File: src/rtl/fma16_pkg.sv
// Shared types and constants for the binary16 iterative divider.
// Holds the FSM states, operand field slices and special-case codes.
package fma16_pkg;

    typedef enum logic [1:0] {
        IDLE = 2'd0,
        DIV  = 2'd1,
        NORM = 2'd2,
        DONE = 2'd3
    } state_t;

    typedef enum logic [2:0] {
        SP_NONE    = 3'd0,
        SP_INVALID = 3'd1,
        SP_INF     = 3'd2,
        SP_DIVZERO = 3'd3,
        SP_ZERO    = 3'd4
    } special_t;

    localparam int          BIAS    = 15;
    localparam int          ITER    = 12;
    localparam logic [15:0] QNAN    = 16'h7E00;
    localparam logic [4:0]  EXP_INF = 5'b11111;

    localparam int SIGN_BIT = 15;
    localparam int EXP_W    = 5;
    localparam int EXP_LSB  = 10;
    localparam int FRAC_W   = 10;
    localparam int MANT_W   = FRAC_W + 1;
    localparam int REM_W    = MANT_W + 1;

endpackage

File: src/rtl/divstep_fma16.sv
// One restoring-division step: subtract the divisor when it fits,
// emit the quotient bit and shift the remainder for the next step.
module divstep_fma16
    import fma16_pkg::*;
(
    input  logic [REM_W-1:0]  rem_i,
    input  logic [MANT_W-1:0] div_i,
    output logic [REM_W-1:0]  rem_o,
    output logic              q_o
);

    logic [REM_W-1:0] diff;

    always_comb begin
        diff  = rem_i - {1'b0, div_i};
        q_o   = (rem_i >= {1'b0, div_i});
        rem_o = (q_o ? diff : rem_i) << 1;
    end

endmodule

File: src/rtl/div_fma16.sv
// Fixed-latency binary16 divider: 12-step restoring mantissa divide,
// truncating normalisation, flush-to-zero on inputs and outputs.
module div_fma16
    import fma16_pkg::*;
(
    input  logic        clk,
    input  logic        reset,
    input  logic        start,
    input  logic [15:0] x,
    input  logic [15:0] y,
    output logic        busy,
    output logic        done,
    output logic [15:0] result,
    output logic        invalid,
    output logic        divzero,
    output logic        overflow,
    output logic        underflow
);

    state_t              state_q, state_d;
    special_t            spec_q, spec_d;
    logic [3:0]          cnt_q, cnt_d;
    logic [REM_W-1:0]    rem_q, rem_d;
    logic [MANT_W-1:0]   dsr_q, dsr_d;
    logic [ITER-1:0]     quo_q, quo_d;
    logic                sign_q, sign_d;
    logic signed [6:0]   ediff_q, ediff_d;
    logic [15:0]         result_q, result_d;
    logic [3:0]          flags_q, flags_d;

    logic [REM_W-1:0]    step_rem;
    logic                step_bit;

    logic [EXP_W-1:0]    x_exp, y_exp;
    logic                x_nan, y_nan, x_inf, y_inf, x_zero, y_zero;
    logic signed [6:0]   e_norm;
    logic [FRAC_W-1:0]   frac_norm;

    divstep_fma16 u_step (
        .rem_i (rem_q),
        .div_i (dsr_q),
        .rem_o (step_rem),
        .q_o   (step_bit)
    );

    always_comb begin
        x_exp  = x[EXP_LSB +: EXP_W];
        y_exp  = y[EXP_LSB +: EXP_W];
        x_nan  = (x_exp == EXP_INF) && (x[FRAC_W-1:0] != '0);
        y_nan  = (y_exp == EXP_INF) && (y[FRAC_W-1:0] != '0);
        x_inf  = (x_exp == EXP_INF) && (x[FRAC_W-1:0] == '0);
        y_inf  = (y_exp == EXP_INF) && (y[FRAC_W-1:0] == '0);
        x_zero = (x_exp == '0);
        y_zero = (y_exp == '0);

        // q[11] set means the quotient is already in [1,2)
        if (quo_q[ITER-1]) begin
            frac_norm = quo_q[FRAC_W:1];
            e_norm    = ediff_q + 7'(BIAS);
        end else begin
            frac_norm = quo_q[FRAC_W-1:0];
            e_norm    = ediff_q + 7'(BIAS - 1);
        end
    end

    always_comb begin
        state_d  = state_q;
        spec_d   = spec_q;
        cnt_d    = cnt_q;
        rem_d    = rem_q;
        dsr_d    = dsr_q;
        quo_d    = quo_q;
        sign_d   = sign_q;
        ediff_d  = ediff_q;
        result_d = result_q;
        flags_d  = flags_q;

        case (state_q)
            IDLE, DONE: begin
                state_d = IDLE;
                if (start) begin
                    state_d  = DIV;
                    cnt_d    = 4'(ITER);
                    rem_d    = {2'b01, x[FRAC_W-1:0]};
                    dsr_d    = {1'b1, y[FRAC_W-1:0]};
                    quo_d    = '0;
                    sign_d   = x[SIGN_BIT] ^ y[SIGN_BIT];
                    ediff_d  = $signed({2'b00, x_exp}) - $signed({2'b00, y_exp});
                    result_d = '0;
                    flags_d  = '0;
                    if (x_nan || y_nan || (x_zero && y_zero) || (x_inf && y_inf))
                        spec_d = SP_INVALID;
                    else if (x_inf)
                        spec_d = SP_INF;
                    else if (y_zero)
                        spec_d = SP_DIVZERO;
                    else if (y_inf || x_zero)
                        spec_d = SP_ZERO;
                    else
                        spec_d = SP_NONE;
                end
            end
            DIV: begin
                rem_d = step_rem;
                quo_d = {quo_q[ITER-2:0], step_bit};
                cnt_d = cnt_q - 4'd1;
                if (cnt_q == 4'd1)
                    state_d = NORM;
            end
            NORM: begin
                state_d = DONE;
                // flags order: invalid, divzero, overflow, underflow
                case (spec_q)
                    SP_INVALID: begin
                        result_d = QNAN;
                        flags_d  = 4'b1000;
                    end
                    SP_INF: result_d = {sign_q, EXP_INF, 10'd0};
                    SP_DIVZERO: begin
                        result_d = {sign_q, EXP_INF, 10'd0};
                        flags_d  = 4'b0100;
                    end
                    SP_ZERO: result_d = {sign_q, 15'd0};
                    default: begin
                        if (e_norm >= 7'sd31) begin
                            result_d = {sign_q, EXP_INF, 10'd0};
                            flags_d  = 4'b0010;
                        end else if (e_norm <= 7'sd0) begin
                            result_d = {sign_q, 15'd0};
                            flags_d  = 4'b0001;
                        end else begin
                            result_d = {sign_q, e_norm[EXP_W-1:0], frac_norm};
                        end
                    end
                endcase
            end
            default: state_d = IDLE;
        endcase
    end

    always_ff @(posedge clk or posedge reset) begin
        if (reset) begin
            state_q  <= IDLE;
            spec_q   <= SP_NONE;
            cnt_q    <= '0;
            rem_q    <= '0;
            dsr_q    <= '0;
            quo_q    <= '0;
            sign_q   <= 1'b0;
            ediff_q  <= '0;
            result_q <= '0;
            flags_q  <= '0;
        end else begin
            state_q  <= state_d;
            spec_q   <= spec_d;
            cnt_q    <= cnt_d;
            rem_q    <= rem_d;
            dsr_q    <= dsr_d;
            quo_q    <= quo_d;
            sign_q   <= sign_d;
            ediff_q  <= ediff_d;
            result_q <= result_d;
            flags_q  <= flags_d;
        end
    end

    assign busy      = (state_q == DIV) || (state_q == NORM);
    assign done      = (state_q == DONE);
    assign result    = result_q;
    assign invalid   = flags_q[3];
    assign divzero   = flags_q[2];
    assign overflow  = flags_q[1];
    assign underflow = flags_q[0];

endmodule
File: config.mk
export PLATFORM = sky130hd
export DESIGN_NAME = div_fma16
export DESIGN_NICKNAME = d
export VERILOG_FILES = /design/src/rtl/fma16_pkg.sv /design/src/rtl/divstep_fma16.sv /design/src/rtl/div_fma16.sv
export SDC_FILE = /design/constraint.sdc
export NUM_CORES = 1
export LEC_CHECK = 0
export BUFFER_PORTS_ARGS = -buffer_cell sky130_fd_sc_hd__buf_2
export CAP_MARGIN = 20
export CORE_MARGIN = 2
export CORE_UTILIZATION = 55
export DETAILED_ROUTE_END_ITERATION = 12
export MAX_ROUTING_LAYER = met4
export PLACE_DENSITY = 0.79
export SLEW_MARGIN = 20
export SYNTH_ARGS = -nofsm -noshare
export SYNTH_HDL_FRONTEND = slang
export SYNTH_SLANG_ARGS = --single-unit
File: constraint.sdc
create_clock -name clk -period 4.9 [get_ports clk]
set_clock_uncertainty 0.2 [all_clocks]
set_input_delay 0.245 -clock clk [delete_from_list [all_inputs] [get_ports clk]]
set_output_delay 0.245 -clock clk [all_outputs]
set_load 0.005 [all_outputs]
==> flow_metrics.py, run 1 <==
metrics = {
    "pwr": {
        "power_density_nw_per_um2": 678.8,
        "irDropWorstVdd_mv": 0.4564,
        "leakagePower_nw": 2.391,
    },
    "yosys": {
        "synth_cell_types": 67,
        "syn_area_um2": 4403,
        "async_reset_ff_frac": 1.000,
        "synth-edff-count": 0,
        "post_synth.cell_area_avg_um2": 9.269,
        "yosys_most_used_dff": "dfrtp_1",
        "syn-num-nets": 536,
        "yosysSeqAreaShare": 0.4035,
        "ys_ff_latch": 71,
        "synthCells": 475,
        "synth_warnings": 0,
    },
    "floorplan": {
        "dieArea_um2": 8737,
        "initial_core_util": 0.5698,
        "io_pins": 57,
        "core_um2": 7727,
        "die_y_um": 93.47,
        "placementRows": 32,
        "die_x_um": 93.47,
    },
    "placement": {
        "globalplace.congestion": 0.8781,
        "port_buffers": 56,
        "placed_cell_area_um2": 4778,
        "dp_hpwl_um": 7207,
        "dp.cells": 620,
    },
    "timing": {
        "fmax_ghz": 0.3197,
        "setup_viol_count_final": 0,
        "maxSlewViolCount": 0,
        "finalCritPeriodShare": 0.6384,
        "tightest_slew_ns": 0.8822,
        "rsz0062_at_grt": "no",
        "finalHoldViolations": 0,
        "relSlewSlack": 0.4118,
        "finalCriticalPeriod_ns": 3.128,
        "tns_ns": 0,
    },
    "critical_path": {
        "startpoint_type": "flop",
        "crit_slowest_cell": "o211ai_1",
        "slowest_delay_ns": 0.54,
        "critical_path_class": "flop to flop",
        "cp_num_buf_inv": 2,
        "path_max_fanout": 7,
        "crit_family": "compound AO/OA/AOI/OAI gates",
        "crit_required_ns": 4.93,
        "regToRegStartpoint": "rem_q[0]$_DFFE_PP0P_",
        "cp-startpoint": "rem_q[0]$_DFFE_PP0P_",
        "end_kind": "flop",
        "worstPathArrival_ns": 3.16,
        "path_cells": "inv_1 > ha_1 > fa_1 > nand2b_1 > a21oi_1 > nor2b_1 > o211ai_1 > buf_4 > mux2i_1 > a221o_1",
    },
    "route": {
        "drtIter0Drc": 208,
        "dr.pass1.iters": 5,
        "route.vias.total": 3694,
        "vias_per_cell": 5.701,
        "route.detailed.drc": 0,
        "ant_nets": 0,
        "drt_wl_total_um": 9696,
        "wl_per_cell_um": 14.96,
    },
    "clock_tree": {
        "hold_buffers": 12,
        "clock-root-buffer": "clkbuf_8",
        "cts_inserted_buffers": 9,
        "cts_tree": "done",
        "cts_max_path_buffers": 2,
        "clock-sinks": 71,
        "clk_pin_slew_worst_paths_ns": 0.07,
        "ctsHtreeMaxLevel": 3,
        "postCtsSetupBuffers": 0,
        "worst_skew_pair.late_latency_ns": 0.36,
        "ctsResizeCount": 0,
    },
    "final_layout": {
        "final_cell_area_um2": 5104,
        "drive_gt1_frac": 0.1905,
        "final_cells": 648,
        "syn_to_final_growth_pct": 15.91,
        "final_cell_mix": "dfrtp_1 (71), nand2_1 (56), buf_2 (56)",
        "fillers": 617,
        "fin_nets": 602,
        "antenna_cells": 0,
        "final_common_cell": "dfrtp_1",
    },
    "outcome": {
        "outcome": "finished, final reports clean",
    },
    "global_route": {
        "grt_pass1_wl_um": 16610,
        "grt_max_degree": 72,
        "antenna_found_initial": 0,
        "first_global_vias": 3538,
        "grt_overflow_total": 0,
        "grt_use_total": 0.2465,
    },
    "min_path": {
        "hold_path.class": "primary input to flop",
        "min-delay-start": "x[15]",
    },
    "run": {
        "maxCapViolations": 0,
    },
}
==> through the flow <==
stage / util / worst slack (ns) / hold slack [ns] / power (W)
final: 0.6605 / 1.772 / 0.01381 / 0.003464
after floorplan: - / 2.319 / 0.1956 / 0.002496
after global placement: 0.6184 / 1.944 / 0.2366 / 0.002899
after detailed placement: 0.6184 / 1.820 / 0.2517 / 0.002969
after CTS: 0.6605 / 1.792 / 0.01003 / 0.003469
after global routing: 0.6605 / 1.543 / 0.01441 / 0.003777
==> cell type report <==
cell class	instances	area [µm²]	share of cell area
Multi-Input combinational cell	347	2406	0.4714
Sequential cell	71	1777	0.3481
Timing Repair Buffer	74	445.4	0.08728
Inverter	38	142.6	0.02795
Clock buffer	10	137.6	0.02697
Tap cell	102	127.6	0.02501
Clock inverter	6	67.56	0.01324
==> synthesized netlist by cell type (2+ instances only) <==
cell      count  share of area
nor3_1        7         0.0080
o21ai_1      13          0.015
and3_1        6         0.0085
nor2b_1       5         0.0071
inv_1        38          0.032
o31a_1        2         0.0040
dfrtp_1      71           0.40
nand2_1      56          0.048
nand3_1      20          0.023
xnor2_1       8          0.016
mux2_2       11          0.028
o22ai_1       5         0.0071
nor2_1       28          0.024
a31oi_1       2         0.0028
fa_1          2         0.0091
nand2b_1      7         0.0099
buf_2         4         0.0045
nand4_1       5         0.0071
ha_1         24          0.068
mux2i_1      18          0.041
or3_1         6         0.0085
a221o_1       7          0.016
a32o_1        3         0.0068
a21oi_1      29          0.033
nor4_1        5         0.0071
o21a_1        7          0.012
a32oi_1       2         0.0040
o21ai_0      29          0.033
o31ai_1       2         0.0034
a22o_1        2         0.0040
clkbuf_1     13          0.011
xor2_1        3         0.0060
==> where the power goes <==
part	internal (W)	total, W	switching (W)
sequential	0.000774	0.000948	0.000173
clock	0.000252	0.000489	0.000237
combinational	0.000865	0.00203	0.00116
==> worst paths after layout <==
path                                                to  slack (ns)  depth (start not counted)
worst max-delay path              rem_q[2]$_DFFE_PP0P_        1.77                         10
worst min-delay path                sign_q$_DFFE_PP0P_        0.01                          3
worst max register to register    rem_q[2]$_DFFE_PP0P_        1.77                         10
worst min register to register   dsr_q[10]$_DFFE_PP0P_        0.27                          2
max in group asynchronous         rem_q[5]$_DFFE_PP0P_        3.45                          4
min in group asynchronous       flags_q[0]$_DFFE_PP0P_        0.49                          4
==> worst register-to-register path: cells and delay by family, from the launching register on <==
kind / cells / cell delay [ns]
mux: 1 / 0.09
fa+ha+maj: 2 / 0.62
simple gates: 2 / 0.28
flops: 1 / 0.35
compound gates: 3 / 1.12
buf+inv: 2 / 0.37
==> registers in the layout, summed over array words and instances (netlist names), 3 cells and up <==
name     cells
quo_q       12
dsr_q       11
rem_q       12
flags_q      4
spec_q       3
result      16
cnt_q        4
ediff_q      6
==> per-layer routing <==
metal / global-route usage / wire length, µm / vias up
met5: - / 0 / -
met4: 0.07966 / 180 / 0
met3: 0.04915 / 403 / 14
met2: 0.3867 / 4612 / 95
met1: 0.3237 / 4500 / 1745
li1: - / - / 1840
==> cell families after synthesis <==
| family | share of synthesized area |
|---|---|
| AO/OA/AOI/OAI | 0.1930 |
| buffers and inverters | 0.05001 |
| flip-flops | 0.4035 |
| XOR/XNOR | 0.02814 |
| adder cells (fa/ha/maj) | 0.07730 |
| multiplexers | 0.06905 |
| AND/OR/NAND/NOR | 0.1790 |
Note: power is estimated with default switching activity, not from simulation.
==> run 2: changes to the inputs <==
Settings changed: ABC_AREA set to 1, CORE_UTILIZATION 55 to 53, PLACE_DENSITY 0.79 to 0.8.
Clock period 4.9 ns to 2.81 ns, I/O delays scaled along.
==> run 2 against run 1 <==
- maximum frequency rose by 28%
- first-iteration DRC count grew 36%
- global-route usage grew 1.2 points
- wire length up 12%
- total power rose by 79%
- worst setup slack got worse by 1.4 ns
- sequential power rose by 69%
- non-clock buffer count increased by 18
- sequential share of layout area fell by 1.8 points
- clock power up 71%
==> flow_metrics.py, run 2 <==
metrics = {
    "outcome": {
        "outcome": "finished, final reports clean",
    },
    "yosys": {
        "synth_area_leaders": "dfrtp_1 (39%), nand2_1 (11%), inv_1 (6.8%)",
        "yosys_most_used_dff": "dfrtp_1",
        "post_synth.cell_area_avg_um2": 7.698,
        "synth.top_cell.area_share": 0.3918,
        "synth_common_cells": "nand2_1 (134), inv_1 (82), dfrtp_1 (71)",
        "synth_cell_types": 42,
        "yosysSeqAreaShare": 0.3918,
        "synth_top_area_cell": "dfrtp_1",
        "ys_ff_latch": 71,
        "synth-edff-count": 0,
        "synth.most_common_cell": "nand2_1",
        "syn_area_um2": 4534,
        "syn-num-nets": 650,
        "async_reset_ff_frac": 1.000,
        "synthCells": 589,
        "synth_warnings": 0,
    },
    "critical_path": {
        "critical_path_class": "flop to flop",
        "worstReg2RegEnd": "rem_q[6]$_DFFE_PP0P_",
        "ff2ff_path_depth": 9,
        "crit_required_ns": 2.84,
        "startpoint_type": "flop",
        "path_max_fanout": 11,
        "reg2reg_setup_slack_ns": 0.37,
        "cp_num_buf_inv": 1,
        "slowest_delay_ns": 0.43,
        "end_kind": "flop",
        "worstPathArrival_ns": 2.47,
        "crit_slowest_cell": "fa_1",
        "regToRegStartpoint": "rem_q[0]$_DFFE_PP0P_",
        "crit_family": "adder cells",
        "path_cells": "inv_1 > ha_1 > fa_1 > o21ai_2 > nand3_2 > nand3_2 > o21ai_0 > nand3_1 > a21oi_1",
        "crit_path_frequent_cell": "nand3_2",
    },
    "final_layout": {
        "largest_register_ffs": 16,
        "antenna_cells": 0,
        "final_common_cell": "nand2_1",
        "final_cells": 786,
        "fin_nets": 737,
        "syn_to_final_growth_pct": 18.63,
        "fin_util": 0.6514,
        "final_cell_mix": "nand2_1 (134), inv_1 (81), dfrtp_1 (71)",
        "drive_gt1_frac": 0.1880,
    },
    "floorplan": {
        "io_pins": 57,
        "core_um2": 8258,
        "die_x_um": 96.50,
        "placementRows": 33,
        "dieArea_um2": 9311,
        "die_y_um": 96.50,
        "initial_core_util": 0.5491,
    },
    "global_route": {
        "antenna_found_initial": 0,
        "first_global_vias": 4085,
        "grt_pass1_wl_um": 18370,
        "grt_overflow_total": 0,
        "grt_use_total": 0.2588,
        "grt_max_degree": 30,
    },
    "clock_tree": {
        "hold_buffers": 24,
        "cts_max_path_buffers": 2,
        "ctsHtreeMaxLevel": 3,
        "clock-sinks": 71,
        "ctsResizeCount": 0,
        "cts_tree": "done",
        "postCtsSetupBuffers": 0,
        "clk_pin_slew_worst_paths_ns": 0.08,
        "clock-root-buffer": "clkbuf_8",
        "worst_skew_pair.late_latency_ns": 0.34,
        "cts_inserted_buffers": 9,
    },
    "timing": {
        "finalHoldViolations": 0,
        "tightest_slew_ns": 0.5714,
        "tns_ns": 0,
        "maxSlewViolCount": 0,
        "rsz0062_at_grt": "no",
        "fmax_ghz": 0.4105,
        "relSlewSlack": 0.6170,
        "finalCriticalPeriod_ns": 2.436,
        "finalCritPeriodShare": 0.8670,
        "setup_viol_count_final": 0,
    },
    "min_path": {
        "min-delay-start": "y[11]",
        "hold_path.class": "primary input to flop",
        "hold_end": "ediff_q[1]$_DFFE_PP0P_",
        "hold_path_depth": 3,
    },
    "placement": {
        "port_buffers": 56,
        "globalplace.congestion": 0.9048,
        "dp.cells": 746,
        "dp_hpwl_um": 8018,
    },
    "pwr": {
        "power_density_nw_per_um2": 1151,
        "irDropWorstVdd_mv": 0.6410,
        "leakagePower_nw": 2.726,
        "power_w": 0.006191,
    },
    "route": {
        "dr.pass1.iters": 5,
        "drtIter0Drc": 282,
        "vias_per_cell": 5.333,
        "ant_nets": 0,
        "route.detailed.drc": 0,
        "route.vias.total": 4192,
        "wl_per_cell_um": 13.76,
        "drt_wl_total_um": 10820,
    },
    "run": {
        "maxCapViolations": 0,
    },
}
run 2: cell types whose count changed after synthesis, sizes merged, moves of 10 or more:
cell | before | now
mux2i | 18 | 0
mux2 | 11 | 0
nand4 | 7 | 17
nand2 | 56 | 142
inv | 38 | 89
nand3 | 20 | 37
nor2 | 28 | 50
run 2: per-layer routing:
metal	global-route usage	vias up	wire length, µm
met5	-	-	0
met4	0.06221	0	110
met3	0.03491	10	463
met2	0.4369	106	5331
met1	0.3323	1965	4912
li1	-	2111	-
run 2: through the flow:
step           setup slack (ns)  hold slack [ns]  area (µm²)
2_1_floorplan            0.6622          0.06145        4534
3_3_place_gp             0.4606         -0.04584        4941
3_5_place_dp             0.4055         -0.02821        4941
4_1_cts                  0.3883         0.006119        5379
5_1_grt                  0.2428          0.03572        5379
6_report                 0.3737          0.02043        5379
run 2: cell type report:
cell class | instances | area (µm²)
fillers | 718 | 2879
multi-input cells | 413 | 2326
flip-flops and latches | 71 | 1777
repair buffers | 92 | 610.6
inverters | 89 | 336.6
clock buffers | 10 | 137.6
well taps | 105 | 131.4
clock inverters | 6 | 60.06
run 2: worst max path at each step:
stage / startpoint / endpoint / depth (start not counted) / slack [ns]
5_1_grt: rem_q[0]$_DFFE_PP0P_ / rem_q[6]$_DFFE_PP0P_ / 9 / 0.24
2_1_floorplan: rem_q[0]$_DFFE_PP0P_ / rem_q[10]$_DFFE_PP0P_ / 10 / 0.66
4_1_cts: rem_q[0]$_DFFE_PP0P_ / rem_q[6]$_DFFE_PP0P_ / 9 / 0.39
3_5_place_dp: rem_q[0]$_DFFE_PP0P_ / rem_q[6]$_DFFE_PP0P_ / 9 / 0.41
6_report: rem_q[0]$_DFFE_PP0P_ / rem_q[6]$_DFFE_PP0P_ / 9 / 0.37
3_3_place_gp: rem_q[0]$_DFFE_PP0P_ / rem_q[6]$_DFFE_PP0P_ / 9 / 0.46
run 2: cell families after synthesis:
| kind of cell | count (synthesis) | synth area share |
|---|---|---|
| flops | 71 | 0.3918 |
| buf+inv | 105 | 0.09520 |
| compound gates | 119 | 0.1606 |
| xor+xnor | 7 | 0.01352 |
| simple gates | 261 | 0.2638 |
| fa+ha+maj | 26 | 0.07506 |
run 2: tightest hold or removal path, cell delays in order:
cell	delay, ns
buf_2	0.12
fa_1	0.17
o21ai_0	0.08
run 2: power by group:
part,total (W),switching (W),internal (W)
sequential,0.00160,0.000240,0.00136
clock,0.000836,0.000406,0.000430
combinational,0.00376,0.00242,0.00134
total,0.00619,0.00307,0.00312
